File: config.mk
export PLATFORM = sky130hd
export DESIGN_NAME = ps2_mouse_cursor
export DESIGN_NICKNAME = d
export VERILOG_FILES = /design/src/rtl/ps2_mouse_cursor.sv
export SDC_FILE = /design/constraint.sdc
export NUM_CORES = 1
export LEC_CHECK = 0
export ABC_CLOCK_PERIOD_IN_PS = 3300
export CORE_MARGIN = 5
export CORE_UTILIZATION = 30
export DETAILED_ROUTE_END_ITERATION = 10
export PLACE_DENSITY = 0.46
export SETUP_SLACK_MARGIN = 0.1
export SKIP_LAST_GASP = 1
export SYNTH_ARGS = -nofsm -noshare
export SYNTH_HDL_FRONTEND = slang
export SYNTH_SLANG_ARGS = --single-unit
export TNS_END_PERCENT = 1
File: constraint.sdc
create_clock -name clk -period 3.3 [get_ports clk]
set_clock_uncertainty 0.15 [all_clocks]
set_input_delay 0.33 -clock clk [delete_from_list [all_inputs] [get_ports clk]]
set_output_delay 0.33 -clock clk [all_outputs]
set_load 0.02 [all_outputs]
File: src/rtl/ps2_mouse_cursor.sv
// PS/2 mouse packet framer and screen-clamped cursor accumulator.
// Optional build macro MOUSE_ACCEL_EN doubles deltas whose magnitude exceeds ACCEL_THRESH.
module ps2_mouse_cursor #(
  parameter int H_MAX          = 639,
  parameter int V_MAX          = 479,
  parameter int TIMEOUT_CYCLES = 500000,
  parameter int ACCEL_THRESH   = 8
) (
  input  logic       clk,
  input  logic       rst_n,
  input  logic       stream_en,
  input  logic       rx_done_tick,
  input  logic [7:0] rx_data,
  output logic [9:0] cursor_x,
  output logic [9:0] cursor_y,
  output logic [2:0] buttons,
  output logic       packet_valid,
  output logic       sync_err
);

  localparam int CW = $clog2(TIMEOUT_CYCLES + 1);
  localparam logic [CW-1:0] CNT_LAST = CW'(TIMEOUT_CYCLES - 1);
  localparam logic signed [11:0] HM = 12'(H_MAX);
  localparam logic signed [11:0] VM = 12'(V_MAX);

  typedef enum logic [1:0] {
    BYTE0,
    BYTE1,
    BYTE2,
    UPDATE
  } state_e;

  state_e        state_q, state_d;
  logic [CW-1:0] cnt_q, cnt_d;
  logic [7:0]    stat_q, stat_d;
  logic [7:0]    xb_q, xb_d;
  logic [7:0]    yb_q, yb_d;
  logic [9:0]    cx_q, cx_d;
  logic [9:0]    cy_q, cy_d;
  logic [2:0]    btn_q, btn_d;
  logic          pv_q, pv_d;
  logic          se_q, se_d;
  logic [1:0]    rsync_q;
  logic          rst_int_n;

  logic signed [11:0] dx, dy, nx, ny;
  logic [9:0]         nx_c, ny_c;

  // Sign-extend, apply overflow masking and optional acceleration.
  function automatic logic signed [11:0] delta(
    input logic       sgn,
    input logic [7:0] b,
    input logic       ovf
  );
    logic signed [9:0] d;
    d = ovf ? 10'sd0 : $signed({sgn, sgn, b});
`ifdef MOUSE_ACCEL_EN
    if (d > $signed(10'(ACCEL_THRESH)) ||
        d < -$signed(10'(ACCEL_THRESH)))
      d = d <<< 1;
`endif
    return {{2{d[9]}}, d};
  endfunction

  // Reset asserts asynchronously, releases on a clock edge.
  always_ff @(posedge clk or negedge rst_n) begin
    if (!rst_n) rsync_q <= 2'b00;
    else        rsync_q <= {rsync_q[0], 1'b1};
  end

  assign rst_int_n = rsync_q[1];

  // New position from latched packet bytes, clamped to the screen.
  always_comb begin
    dx = delta(stat_q[4], xb_q, stat_q[6]);
    dy = delta(stat_q[5], yb_q, stat_q[7]);
    nx = $signed({2'b00, cx_q}) + dx;
    ny = $signed({2'b00, cy_q}) - dy;
    nx_c = nx[9:0];
    ny_c = ny[9:0];
    if (nx < 12'sd0)   nx_c = '0;
    else if (nx > HM)  nx_c = 10'(H_MAX);
    if (ny < 12'sd0)   ny_c = '0;
    else if (ny > VM)  ny_c = 10'(V_MAX);
  end

  // Packet framing, timeout and output update.
  always_comb begin
    state_d = state_q;
    cnt_d   = '0;
    stat_d  = stat_q;
    xb_d    = xb_q;
    yb_d    = yb_q;
    cx_d    = cx_q;
    cy_d    = cy_q;
    btn_d   = btn_q;
    pv_d    = 1'b0;
    se_d    = 1'b0;
    if (!stream_en) begin
      state_d = BYTE0;
    end else begin
      unique case (state_q)
        BYTE0: begin
          if (rx_done_tick) begin
            if (rx_data[3]) begin
              stat_d  = rx_data;
              state_d = BYTE1;
            end else begin
              se_d = 1'b1;
            end
          end
        end
        BYTE1: begin
          if (rx_done_tick) begin
            xb_d    = rx_data;
            state_d = BYTE2;
          end else if (cnt_q == CNT_LAST) begin
            state_d = BYTE0;
            se_d    = 1'b1;
          end else begin
            cnt_d = cnt_q + 1'b1;
          end
        end
        BYTE2: begin
          if (rx_done_tick) begin
            yb_d    = rx_data;
            state_d = UPDATE;
          end else if (cnt_q == CNT_LAST) begin
            state_d = BYTE0;
            se_d    = 1'b1;
          end else begin
            cnt_d = cnt_q + 1'b1;
          end
        end
        UPDATE: begin
          cx_d    = nx_c;
          cy_d    = ny_c;
          btn_d   = stat_q[2:0];
          pv_d    = 1'b1;
          state_d = BYTE0;
        end
        default: state_d = BYTE0;
      endcase
    end
  end

  // State and output registers.
  always_ff @(posedge clk or negedge rst_int_n) begin
    if (!rst_int_n) begin
      state_q <= BYTE0;
      cnt_q   <= '0;
      stat_q  <= '0;
      xb_q    <= '0;
      yb_q    <= '0;
      cx_q    <= 10'(H_MAX / 2);
      cy_q    <= 10'(V_MAX / 2);
      btn_q   <= '0;
      pv_q    <= 1'b0;
      se_q    <= 1'b0;
    end else begin
      state_q <= state_d;
      cnt_q   <= cnt_d;
      stat_q  <= stat_d;
      xb_q    <= xb_d;
      yb_q    <= yb_d;
      cx_q    <= cx_d;
      cy_q    <= cy_d;
      btn_q   <= btn_d;
      pv_q    <= pv_d;
      se_q    <= se_d;
    end
  end

  assign cursor_x     = cx_q;
  assign cursor_y     = cy_q;
  assign buttons      = btn_q;
  assign packet_valid = pv_q;
  assign sync_err     = se_q;

endmodule
==> reports/results.ini, run 1 <==
[yosys]
yosysWarnings = 0
ys_seq_elements = 71
synthFlopType = dfrtp_1
synth.cell_area_um2 = 4410
seq_area_frac_synth_pct = 40.7
synth.distinct_cells = 61
async_reset_ff_share_pct = 100
syn_area_per_cell_um2 = 9.71
synth_top_cells_by_area = dfrtp_1 (32%), dfstp_2 (8.3%), ha_1 (8.2%)
synth_top_area_cell = dfrtp_1
postSynthCellCount = 454
synth.top_cell.area_share_pct = 32.4
syn_nets = 497
synth_edf_count = 0

[cts]
ctsHtreeMaxLevel = 3
cts_buffers = 9
tritoncts = done
clkSlewWorstSetupHoldPaths_ns = 0.06
cts_sinks = 71
root_buffer = clkbuf_16
clk_latency_ns = 0.34
clockBufferDepth = 2

[worst_setup_path]
rr_worst_depth = 9
required_ns = 3.35
crit_fanout = 10
crit_arrival_ns = 3.04
end_kind = register
regToRegEndpoint = cursor_x[6]
ff2ff_setup_slack_ns = 0.31
crit_type = register to register
reg2reg_from = stat_q[6]
startpoint_type = register

[die]
start_util_pct = 30.4
dieArea_um2 = 17200
core_area_um2 = 14500
die_width_um = 131
rows = 44
die_h_um = 131
ios = 37

[sta]
finalMaxSlewViolations = 0
rsz0062_at_grt = false
setup_viol = 0
timing.slew.headroom_pct = 52.7
final.setup.tns_ns = 0
max_slew.worst_pin.slew_ns = 0.710
clock.fmax_mhz = 335
hold_viol_final = 0
fin_crit_sh_pct = 90.5
fin_crit_ns = 2.99

[detailed_routing]
final_antenna_net_count = 0
vias = 3459
drt_first_pass_iters = 4
finalWirelength_mm = 10.7
wl_per_cell_um = 15.6
drc = 0
viasPerCell = 5.05
first_iter_violations = 250

[status]
status = completed

[flow_run]
maxCapViolCount = 0

[final_layout]
final_common_cell = dfrtp_1
final_cell_mix = dfrtp_1 (56), nor2_1 (42), nand2_1 (36), clkdlybuf4s50_1 (36), ha_1 (29)
drive_gt1_share_pct = 13.2
multi_input_area_um2 = 2490
area.growth.synth_to_final_pct = 20.2
stdcell_area_um2 = 5300
antenna_cells = 0
nets = 539
seq_area_um2 = 1800
fill_cells = 1455

[placement]
place_hpwl_mm = 7.93
portBuffers = 36
gp_congestion = 0.909
place_area_um2 = 5000

[global_routing]
gr-total-overflow = 0
grt_use_total_pct = 12.9
grt_pass1_wl_mm = 18.2
grt_max_degree = 41
grt_pass1_vias = 3504
antenna_found_initial = 0

[hold_path]
hold_class = register to async pin

[pwr]
peakVddDrop_v = 0.000227
power_leakage_uw = 0.00228
powerDensity_nw_per_um2 = 522

-- sequential cells by signal (all words and copies together) (netlist names) --
signal and flops:
buttons 3, cnt_q 19, cursor_x 10, cursor_y 10, packet_valid 1, rsync_q 2
stat_q 7, state_q 2, sync_err 1, xb_q 8, yb_q 8
-- kinds of logic (layout without fill, tap and decap cells) --
group	Yosys count	in the layout	synth area share [%]
compound gates	108	108	17.6
xor+xnor	29	29	5.93
fa+ha+maj	31	31	9.14
buf+inv	33	80	2.87
flops	71	71	40.7
mux	23	23	5.82
other cells	1	1	0.0851
simple gates	158	158	17.8
-- critical path: stages (launching register included) --
cell and delay (ns):
dfrtp_1 0.51, nand2b_1 0.21, inv_1 0.05, ha_1 0.28
a211o_1 0.32, a211o_1 0.32, a221oi_1 0.47, a22o_1 0.20
a22o_2 0.22, a31oi_1 0.11
-- power by group --
| group | switching [uW] | total [uW] | internal [uW] |
|---|---|---|---|
| Clock | 386 | 914 | 528 |
| Sequential | 67.8 | 1030 | 961 |
| Combinational | 455 | 821 | 366 |
-- metal layers --
metal / up-vias / wire [um] / part of all wire [%] / GRT usage [%]
met1: 1662 / 5320 / 50 / 18.2
met4: 0 / 216 / 2.0 / 5.54
met3: 13 / 440 / 4.1 / 2.26
met2: 66 / 4740 / 44 / 19.4
met5: - / 0 / 0 / 0
li1: 1718 / - / - / -
-- worst max-delay path by stage --
stage,endpoint,cells after the start,slack [ns],startpoint
after floorplan,cursor_x[1],9,0.60,stat_q[6]
after global placement,cursor_x[6],9,0.37,stat_q[6]
after detailed placement,cursor_y[5],10,0.32,stat_q[7]
after CTS,cursor_y[4],10,0.29,stat_q[7]
after global routing,cursor_y[8],10,0.11,stat_q[7]
final,cursor_x[6],9,0.31,stat_q[6]
-- Yosys cell counts (2+ instances only) --
library cell  number
a211o_1            3
a211oi_1           7
a21o_1             8
a21oi_1           27
a22o_1             2
a22oi_1            2
a311o_1            2
a31oi_1            4
a32oi_1            6
and2_1             5
and3_1             3
and4_1             4
clkbuf_1           9
dfrtp_1           57
dfstp_2           14
fa_1               2
ha_1              29
inv_1             22
mux2_2            21
mux2i_1            2
nand2_1           36
nand2b_1          13
nand3_1           19
nand4_1            9
nor2_1            42
nor2b_1           12
nor3_1             5
nor3b_1            4
nor4b_1            2
o211ai_1           8
o21a_1             5
o21ai_0           14
o22ai_1            2
xnor2_1            8
xor2_1            20
-- per-stage QoR --
| stage | hold WS (ns) | setup WS, ns | instances | util (%) | power, uW |
|---|---|---|---|---|---|
| floorplan | -0.116 | 0.605 | 454 | - | 1630 |
| global placement | 0.189 | 0.372 | 668 | 34.6 | 1850 |
| detailed placement | 0.188 | 0.319 | 668 | 34.6 | 1850 |
| CTS | 0.198 | 0.291 | 685 | 36.5 | 2800 |
| global route | 0.214 | 0.113 | 685 | 36.6 | 2950 |
| finish | 0.163 | 0.313 | 685 | 36.6 | 2760 |
-- what timing repair did --
action | in CTS | in global routing
endpoints found under the setup margin | 0 | 6
resized for setup | 0 | 1
setup buffers | 0 | 0
hold buffers | 1 | 0
hold endpoints to repair | 2 | 0
-- layout make-up --
class,count,area share [%]
Sequential cell,71,33.9
Inverter,22,1.56
Clock inverter,5,0.638
Timing Repair Buffer,42,7.93
Tap cell,184,4.34
Clock buffer,11,4.58
Multi-Input combinational cell,350,47.1
Note: power is estimated with default switching activity, not from simulation.
==> run 2, diff against run 1 <==
--- a/config.mk
+++ b/config.mk
@@ -5,12 +5,14 @@
 export SDC_FILE = /design/constraint.sdc
 export NUM_CORES = 1
 export LEC_CHECK = 0
+export ABC_AREA = 0
 export ABC_CLOCK_PERIOD_IN_PS = 3300
+export CAP_MARGIN = 10
 export CORE_MARGIN = 5
 export CORE_UTILIZATION = 30
 export DETAILED_ROUTE_END_ITERATION = 10
 export PLACE_DENSITY = 0.46
-export SETUP_SLACK_MARGIN = 0.1
+export SETUP_SLACK_MARGIN = 0.5
 export SKIP_LAST_GASP = 1
 export SYNTH_ARGS = -nofsm -noshare
 export SYNTH_HDL_FRONTEND = slang
==> reports/results.ini, run 2 (synthesis gave the netlist of run 1 again) <==
[status]
status = completed

[detailed_routing]
drc = 0
viasPerCell = 5.10
finalWirelength_mm = 11.2
drt_first_pass_iters = 4
wl_per_cell_um = 16.2
final_antenna_net_count = 0
first_iter_violations = 276
vias = 3551

[final_layout]
drive_gt1_share_pct = 22.9
nets = 550
largest_reg_flops = 19
area.growth.synth_to_final_pct = 28.0
final_cell_mix = dfrtp_1 (54), nor2_1 (41), nand2_1 (36), clkdlybuf4s50_1 (36), a21oi_1 (25)
antenna_cells = 0
top_register = cnt_q
fin_util_pct = 39.0
final_common_cell = dfrtp_1

[pwr]
powerDensity_nw_per_um2 = 529
peakVddDrop_v = 0.000228
power_leakage_uw = 0.00237
power_uw = 2980

[global_routing]
grt_pass1_vias = 3516
grt_most_used_layer = met2
met2_usage_pct = 19.5
grt_use_total_pct = 13.0
grt_pass1_wl_mm = 18.3
met3_usage_pct = 2.26
use_met1_pct = 18.3
antenna_found_initial = 0
grt_max_degree = 41
gr-total-overflow = 0

[cts]
root_buffer = clkbuf_16
ctsHtreeMaxLevel = 3
tritoncts = done
clockBufferDepth = 2
clkSlewWorstSetupHoldPaths_ns = 0.06
cts_sinks = 71
cts_buffers = 9
clk_latency_ns = 0.34

[placement]
portBuffers = 36
gp_congestion = 0.909
place_hpwl_mm = 7.93

[sta]
max_slew.worst_pin.slew_ns = 0.715
setup_viol = 0
fin_crit_ns = 2.79
final.setup.tns_ns = 0
timing.slew.headroom_pct = 52.4
clock.fmax_mhz = 358
hold_viol_final = 0
fin_crit_sh_pct = 84.6
rsz0062_at_grt = true
finalMaxSlewViolations = 0

[die]
die_width_um = 131
die_h_um = 131
ios = 37
dieArea_um2 = 17200
start_util_pct = 30.4
core_area_um2 = 14500
rows = 44

[worst_setup_path]
cpMaxStageDelayCell = dfrtp_2
crit_arrival_ns = 2.88
crit_type = register to register
crit_fanout = 7
required_ns = 3.39
path_cells = nor2b_2 > ha_2 > inv_1 > fa_2 > nor2b_2 > o211ai_1 > a31oi_2 > nor3_4 > a22o_4 > a211oi_1
critical_path.max_stage_delay_ns = 0.48
end_kind = register
cpMostUsedCell = nor2b_2
startpoint_type = register

[hold_path]
hold_class = register to async pin

[flow_run]
maxCapViolCount = 0

run 2: changes by cell type in the layout (fill, tap and decap cells not counted), sizes merged:
cell	before	now
clkbuf	11	12
buf	5	15
run 2: path summary, 6_finish.rpt:
kind,start,endpoint,slack (ns),cells past startpoint
worst max-delay path,stat_q[6],cursor_x[2],0.51,10
worst min-delay path,rsync_q[1],buttons[0],0.17,0
worst max register to register,stat_q[6],cursor_x[2],0.51,10
worst min register to register,rsync_q[1],buttons[0],0.17,0
max in group asynchronous,rsync_q[1],cursor_x[0],2.10,1
min in group clk,rsync_q[0],rsync_q[1],0.20,0
run 2: final cells by class:
| cell class | count | area, um2 |
|---|---|---|
| Clock inverter | 5 | 33.8 |
| Tap cell | 184 | 230 |
| Clock buffer | 11 | 243 |
| Inverter | 22 | 82.6 |
| Multi-Input combinational cell | 350 | 2750 |
| Timing Repair Buffer | 53 | 504 |
| Sequential cell | 71 | 1800 |
| Fill cell | 1430 | 8840 |
run 2: metal layers:
metal  wire length (um)  vias up
met5                  0        -
met3                345       18
li1                   -     1740
met4                251        0
met2               5030       63
met1               5620     1730
run 2: timing repair:
| action | 4_1_cts | 5_1_grt |
|---|---|---|
| endpoints found under the setup margin | 18 | 19 |
| hold endpoints to repair | 2 | 0 |
| hold buffers | 1 | 0 |
| cloned | 0 | 0 |
| gates resized for setup | 6 | 51 |
| buffers inserted | 3 | 8 |
| pin swaps | 6 | 29 |
run 2: through the flow:
step                      std cells  hold slack (ns)  setup WS [ns]  area, um2
after floorplan                 454           -0.116          0.605       4410
after global placement          668            0.189          0.372       5000
after detailed placement        668            0.188          0.319       5000
after CTS                       688            0.198          0.450       5340
after global routing            696            0.214          0.401       5640
final                           696            0.167          0.509       5640
run 2: report_power, final:
| group | switching, uW | total (uW) | internal, uW |
|---|---|---|---|
| logic | 540 | 1030 | 487 |
| clock network | 393 | 921 | 528 |
| registers | 74.4 | 1040 | 962 |
| total | 1010 | 2980 | 1980 |
run 2: critical path, delay by kind of cell, from the launching register on:
| family | cells | cell delay, ns |
|---|---|---|
| flops | 1 | 0.48 |
| compound gates | 4 | 1.05 |
| fa+ha+maj | 2 | 0.56 |
| buf+inv | 1 | 0.06 |
| simple gates | 3 | 0.38 |
